`src/rtl/csa_stream_accumulator.sv`:
```
// Streaming multi-operand adder: operands are folded in carry-save form, one per cycle,
// then the redundant pair is resolved bit-serially and offered on a valid/ready port.
module csa_stream_accumulator #(
    parameter int W     = 4,
    parameter int ACC_W = 8,
    parameter int CNT_W = 8
) (
    input  logic             clk,
    input  logic             rst,
    input  logic             in_valid,
    output logic             in_ready,
    input  logic [W-1:0]     in_data,
    input  logic             in_last,
    output logic             out_valid,
    input  logic             out_ready,
    output logic [ACC_W-1:0] out_sum,
    output logic             out_cout,
    output logic [CNT_W-1:0] out_count
);

    localparam int IDX_W = (ACC_W > 1) ? $clog2(ACC_W) : 1;
    localparam logic [IDX_W-1:0] IDX_LAST = IDX_W'(ACC_W - 1);
    localparam logic [CNT_W-1:0] CNT_MAX  = {CNT_W{1'b1}};

    typedef enum logic [1:0] {
        ACCUM   = 2'd0,
        RESOLVE = 2'd1,
        OUTPUT  = 2'd2
    } state_t;

    state_t state_reg, state_next;

    logic [ACC_W-1:0] s_reg, c_reg;
    logic             ovf_reg;
    logic [CNT_W-1:0] count_reg;
    logic [IDX_W-1:0] idx_reg;
    logic             rc_reg;
    logic [ACC_W-1:0] out_sum_reg;
    logic             out_cout_reg;
    logic [CNT_W-1:0] out_count_reg;

    logic [ACC_W-1:0] d_ext, xor_vec, maj_vec;
    logic             accept, taken;
    logic             s_bit, c_bit, sum_bit, rc_next;

    assign d_ext = {{(ACC_W-W){1'b0}}, in_data};

    // One full-adder column per accumulator bit; no carry chain between columns.
    genvar gi;
    generate
        for (gi = 0; gi < ACC_W; gi++) begin : g_csa
            assign xor_vec[gi] = s_reg[gi] ^ c_reg[gi] ^ d_ext[gi];
            assign maj_vec[gi] = (s_reg[gi] & c_reg[gi]) | (s_reg[gi] & d_ext[gi])
                               | (c_reg[gi] & d_ext[gi]);
        end
    endgenerate

    assign in_ready  = (state_reg == ACCUM);
    assign out_valid = (state_reg == OUTPUT);
    assign accept    = in_valid && in_ready;
    assign taken     = out_valid && out_ready;

    assign s_bit   = s_reg[idx_reg];
    assign c_bit   = c_reg[idx_reg];
    assign sum_bit = s_bit ^ c_bit ^ rc_reg;
    assign rc_next = (s_bit & c_bit) | (s_bit & rc_reg) | (c_bit & rc_reg);

    assign out_sum   = out_sum_reg;
    assign out_cout  = out_cout_reg;
    assign out_count = out_count_reg;

    always_comb begin
        state_next = state_reg;
        case (state_reg)
            ACCUM:   if (accept && in_last)     state_next = RESOLVE;
            RESOLVE: if (idx_reg == IDX_LAST)   state_next = OUTPUT;
            OUTPUT:  if (out_ready)             state_next = ACCUM;
            default:                            state_next = ACCUM;
        endcase
    end

    always_ff @(posedge clk) begin
        if (rst) state_reg <= ACCUM;
        else     state_reg <= state_next;
    end

    always_ff @(posedge clk) begin
        if (rst) begin
            s_reg         <= '0;
            c_reg         <= '0;
            ovf_reg       <= 1'b0;
            count_reg     <= '0;
            idx_reg       <= '0;
            rc_reg        <= 1'b0;
            out_sum_reg   <= '0;
            out_cout_reg  <= 1'b0;
            out_count_reg <= '0;
        end else begin
            case (state_reg)
                ACCUM: begin
                    if (accept) begin
                        s_reg <= xor_vec;
                        c_reg <= {maj_vec[ACC_W-2:0], 1'b0};
                        // The carry leaving the top column is worth 2^ACC_W; keep it sticky.
                        ovf_reg <= ovf_reg | maj_vec[ACC_W-1];
                        if (count_reg != CNT_MAX) count_reg <= count_reg + 1'b1;
                        if (in_last) begin
                            idx_reg <= '0;
                            rc_reg  <= 1'b0;
                        end
                    end
                end
                RESOLVE: begin
                    out_sum_reg[idx_reg] <= sum_bit;
                    rc_reg               <= rc_next;
                    idx_reg              <= idx_reg + 1'b1;
                    if (idx_reg == IDX_LAST) begin
                        out_cout_reg  <= ovf_reg | rc_next;
                        out_count_reg <= count_reg;
                    end
                end
                OUTPUT: begin
                    if (taken) begin
                        s_reg     <= '0;
                        c_reg     <= '0;
                        ovf_reg   <= 1'b0;
                        count_reg <= '0;
                    end
                end
                default: ;
            endcase
        end
    end

endmodule

```
`config.mk`:
```
export PLATFORM = sky130hd
export DESIGN_NAME = csa_stream_accumulator
export DESIGN_NICKNAME = d
export VERILOG_FILES = /design/src/rtl/csa_stream_accumulator.sv
export SDC_FILE = /design/constraint.sdc
export NUM_CORES = 1
export LEC_CHECK = 0
export ABC_AREA = 1
export ABC_CLOCK_PERIOD_IN_PS = 2490
export BUFFER_PORTS_ARGS = -buffer_cell sky130_fd_sc_hd__buf_2
export CAP_MARGIN = 10
export CELL_PAD_IN_SITES_DETAIL_PLACEMENT = 2
export CELL_PAD_IN_SITES_GLOBAL_PLACEMENT = 2
export CORE_ASPECT_RATIO = 0.7
export CORE_MARGIN = 3
export CORE_UTILIZATION = 32
export CTS_CLUSTER_DIAMETER = 50
export DETAILED_ROUTE_END_ITERATION = 8
export PLACE_DENSITY = 0.82
export SYNTH_ARGS = -nofsm -noshare
export SYNTH_HDL_FRONTEND = slang
export SYNTH_SLANG_ARGS = --single-unit
```
`constraint.sdc`:
```
create_clock -name clk -period 2.49 [get_ports clk]
set_input_delay 0.1245 -clock clk [delete_from_list [all_inputs] [get_ports clk]]
set_output_delay 0.1245 -clock clk [all_outputs]
set_load 0.02 [all_outputs]
```
---- Word-level counts from Yosys, hierarchy flattened ----
Index checks and enable logic that the tools add are counted.
operators by class
  add/sub/neg operators ................... 2
  magnitude comparators ................... 2
  equal/unequal tests ..................... 11
  muxes and demuxes ....................... 28
  bitwise operators ....................... 45
  reduce and logical (&&, ||, !) cells .... 12
operator list
  cell                                                        count
  case mux 8 bit (2 select lines)                             3
  two-way mux 8 bit                                           5
  bitwise AND 1 bit                                           19
  XOR 1 bit                                                   14
  inequality test 2 x 1 -> 1 bit, second input constant       6
  bitwise OR 1 bit                                            12
  AND reduction 3 bit                                         3
  adder 8 x 1 -> 8 bit, second input constant                 1
  bitwise mux 8 bit                                           1
  inequality test 8 bit, second input constant                1
  two-way mux 1 bit                                           7
  binary-select mux 1 bit (select 3 bit)                      2
  two-way mux 2 bit                                           3
  two-way mux 3 bit                                           2
  case mux 2 bit (3 select lines)                             1
  case mux 3 bit (2 select lines)                             1
  logical AND 1 bit                                           4
  less-than comparator 3 x 4 -> 1 bit, second input constant  1
  case mux 1 bit (2 select lines)                             2
  AND reduction 4 bit                                         1
  nonzero test 2 bit                                          2
  adder 3 x 1 -> 3 bit, second input constant                 1
  demux 1 bit (select 3 bit)                                  1
  == test 3 bit, second input constant                        1
  other kinds (6)                                             6
word-level totals
  register bits ........................... 48
  bits of input ports ..................... 9
  output and inout bits ................... 19
  word-level logic and storage cells ...... 110

---- Depth between registers and ports, before layout ----
  depth after elaboration ................. 6
  depth in mapped cells ................... 11
  mapped depth without buffers ............ 11

---- Least setup slack after synthesis ----
No wires, ideal clock.
  path kind ............................... reg2reg
  start ................................... register idx_reg[0]
  end ..................................... register out_sum_reg[5] (netlist: out_sum[5])
  library setup time ...................... 70 ps
  arrival ................................. 1836 ps
  required time ........................... 2420 ps
  slack ................................... 584 ps
  stages on the path, launching flop included .. 9
  buffers on the path ..................... 2
  clock period less this slack ............ 1906 ps
  cells stage by stage .................... dfxtp_1 buf_2 inv_1 o21ai_0 o2111ai_1 fa_1 clkbuf_1 nand3_1 a21oi_1
on the way
  word-level cells in the longest chain between the ends .. 5
  elaborated cells on any way between the ends .. 12
  those cells by class .................... 2 x order compare; 7 x mux; 2 x bitwise; 1 x reduce/logical
ends and longest elaborated chain
  item                                                              RTL line  source
  start, declared                                                   36        logic [IDX_W-1:0] idx_reg;
  start signal, assigned                                            116       idx_reg <= idx_reg + 1'b1;
  binary-select mux 1 bit (select 3 bit), on equally long branches  63, 64
  two-way mux 1 bit, on equally long branches                       63, 64
  XOR 1 bit * (2 in a row)                                          65        assign sum_bit = s_bit ^ c_bit ^ rc_reg;
  named net sum_bit                                                 44        logic s_bit, c_bit, sum_bit, rc_next;
  bitwise mux 8 bit *                                               114       out_sum_reg[idx_reg] <= sum_bit;
  end signal, assigned by index                                     114
  end, declared                                                     38        logic [ACC_W-1:0] out_sum_reg;
Mark *: on every way through the listed nets, which the timed path passes. The rest lies on a longest branch. The select of a mux whose other input is x is not followed.
A chain may end at the register's enable or synchronous reset.

---- Final worst setup path ----
  start ................................... register idx_reg[2]
  end ..................................... register out_sum_reg[4] (netlist: out_sum[4])
The elaborated chain is that of the path after synthesis.

==> impl_metrics.py <==
metrics = {
    "status": {
        "outcome": "finished, final reports clean",
    },
    "worst_setup_path": {
        "critical_path.cell_chain": "inv_1 > nand2_1 > nor2_1 > o21ai_0 > o2111ai_1 > fa_1 > nand3_1 > a21oi_1",
        "r2r_start": "idx_reg[2]",
        "r2r-end": "out_sum[4]",
        "r2r_slack_ns": 0.30,
        "cpMaxStageDelayCell": "fa_1",
        "required_ns": 2.73,
        "crit_path_end_kind": "flop",
        "path_max_fanout": 8,
        "crit_type": "flop to flop",
        "max_stage_delay_ns": 0.74,
        "arrival_ns": 2.42,
        "r2r_cells": 8,
        "startpoint_type": "flop",
    },
    "die": {
        "rows": 24,
        "core_um2": 6516,
        "dieArea_um2": 8068,
        "num_io_pins": 28,
        "start_util": 0.3443,
        "die_w_um": 106.1,
        "die_h_um": 76.06,
    },
    "yosys": {
        "ys_seq_elements": 47,
        "netlist_instances": 305,
        "synth_nets": 326,
        "ys.flop_type": "dfxtp_1",
        "synthArstFlopShare": 0,
        "yosysSeqAreaShare": 0.4194,
        "syn_area_per_cell_um2": 7.355,
        "synth_cell_types": 27,
        "yosys_warnings": 0,
        "netlist_area_um2": 2243,
        "synth_edf_count": 0,
    },
    "placement": {
        "io_buffers": 27,
        "placed_area_um2": 2442,
        "gp_congestion": 0.8213,
        "hpwlAfterDp_um": 5281,
    },
    "power": {
        "leakage_nw": 1.084,
        "powerDensity_nw_per_um2": 599.2,
        "peakVddDrop_uv": 306.2,
    },
    "finish": {
        "layout_common_cells": "nand2_1 (76), dfxtp_1 (47), a21oi_1 (43)",
        "synthToLayoutAreaGrowth_pct": 14.11,
        "drive_gt1_frac": 0.1398,
        "final_area_um2": 2560,
        "final_nets": 349,
        "final_common_cell": "nand2_1",
        "diodes": 0,
        "fill_cells": 796,
        "final_core_util": 0.3929,
    },
    "hold_path": {
        "hp-class": "primary input to flop",
        "min_to": "state_reg[1]",
        "holdCritStartpoint": "out_ready",
        "worstHoldPathCells": 3,
    },
    "clock_network": {
        "htreeDepth": 2,
        "cts-root-buf": "clkbuf_8",
        "path_clk_slew_ns": 0.10,
        "cts.path.max_buffers": 2,
        "cts_made_buffers": 5,
        "cts_tree": "done",
        "cts_sinks": 47,
        "post_cts_buffers": 0,
        "insertion_delay_ns": 0.31,
        "cts_resized": 0,
        "hold_buffers": 0,
    },
    "sta": {
        "rsz0062_at_grt": "false",
        "slew_headroom": 0.6507,
        "fin_skew_ns": 0.01045,
        "worst_slew_pin_slew_ns": 0.5216,
        "clock.fmax_mhz": 457.0,
        "hold_ws_ns": 0.1016,
        "maxSlewViolCount": 0,
        "finalCritPeriodShare": 0.8788,
        "setup_viol": 0,
        "fin_crit_ns": 2.188,
        "hold_viol": 0,
        "tns_ns": 0,
    },
    "job": {
        "maxCapViolCount": 0,
    },
    "detailed_routing": {
        "finalWirelength_um": 7264,
        "drt_pass1_iterations": 4,
        "wl_per_cell_um": 17.30,
        "vias": 2146,
        "via_per_inst": 5.110,
        "antenna_left": 0,
        "drt_iter0_drc": 101,
        "drc": 0,
    },
    "global_route": {
        "antenna_found_initial": 0,
        "grt_max_degree": 32,
        "grt_pass1_wl_um": 12140,
        "grt_pass1_vias": 2318,
        "grt_overflow": 0,
        "track_usage": 0.1898,
    },
}
## critical path: cells and delay by family (launching register included)
family | cells | cell delay (ns)
adder cells (fa/ha/maj) | 1 | 0.74
flip-flops | 1 | 0.44
AO/OA/AOI/OAI | 3 | 0.44
AND/OR/NAND/NOR | 3 | 0.43
buffers and inverters | 1 | 0.06
## cells in the mapped netlist (2+ instances only)
cell	instances	share of area
nand2_1	76	0.13
inv_1	25	0.042
buf_2	4	0.0089
nor2_1	25	0.042
a21oi_1	43	0.096
nor2_4	3	0.015
fa_1	4	0.036
inv_2	2	0.0033
dfxtp_1	47	0.42
nand4_1	2	0.0056
clkbuf_1	6	0.010
nand3_1	29	0.065
o21bai_1	2	0.0067
ha_1	8	0.045
o21ai_0	17	0.038
## metal layers
metal,vias to the layer above,share of wire,global-route usage
met5,-,0,0
met4,0,0.011,0.04657
met3,7,0.033,0.03472
met2,34,0.44,0.2926
met1,1064,0.52,0.2742
li1,1041,-,-
## cells by family after synthesis
family,synth area share
simple gates,0.2716
compound gates,0.1545
flops,0.4194
buf+inv,0.07418
fa+ha+maj,0.08032
## how the worst max path moves through the flow
stage,start,end,slack [ns]
3_3_place_gp,idx_reg[2],out_sum[0],0.52
4_1_cts,idx_reg[2],out_sum[4],0.31
5_1_grt,idx_reg[2],out_sum[4],0.11
3_5_place_dp,idx_reg[2],out_sum[0],0.41
2_1_floorplan,idx_reg[0],out_sum[5],0.58
6_report,idx_reg[2],out_sum[4],0.30
## report_power, final
part | internal, mW | total (mW) | leakage, nW | switching, mW
Sequential | 0.768 | 0.793 | 0.381 | 0.0255
Combinational | 0.0410 | 0.136 | 0.642 | 0.0948
Clock | 0.326 | 0.605 | 0.0612 | 0.279
## cell type report
cell class	instances	area [um^2]	area share
Clock inverter	2	35.03	0.01369
Inverter	27	101.3	0.03959
Clock buffer	6	82.58	0.03226
Multi-Input combinational cell	218	1136	0.4438
Tap cell	91	113.9	0.04448
Timing Repair Buffer	29	150.1	0.05865
Sequential cell	47	940.9	0.3675
## per-stage QoR
step                power (mW)  worst slack, ns  instances
global placement        0.9383           0.5240        412
detailed placement      0.9467           0.4108        412
CTS                      1.547           0.3085        420
finish                   1.534           0.3019        420
global route             1.605           0.1070        420
floorplan               0.8959           0.5837        305
Power figures use the tool's default switching activity.
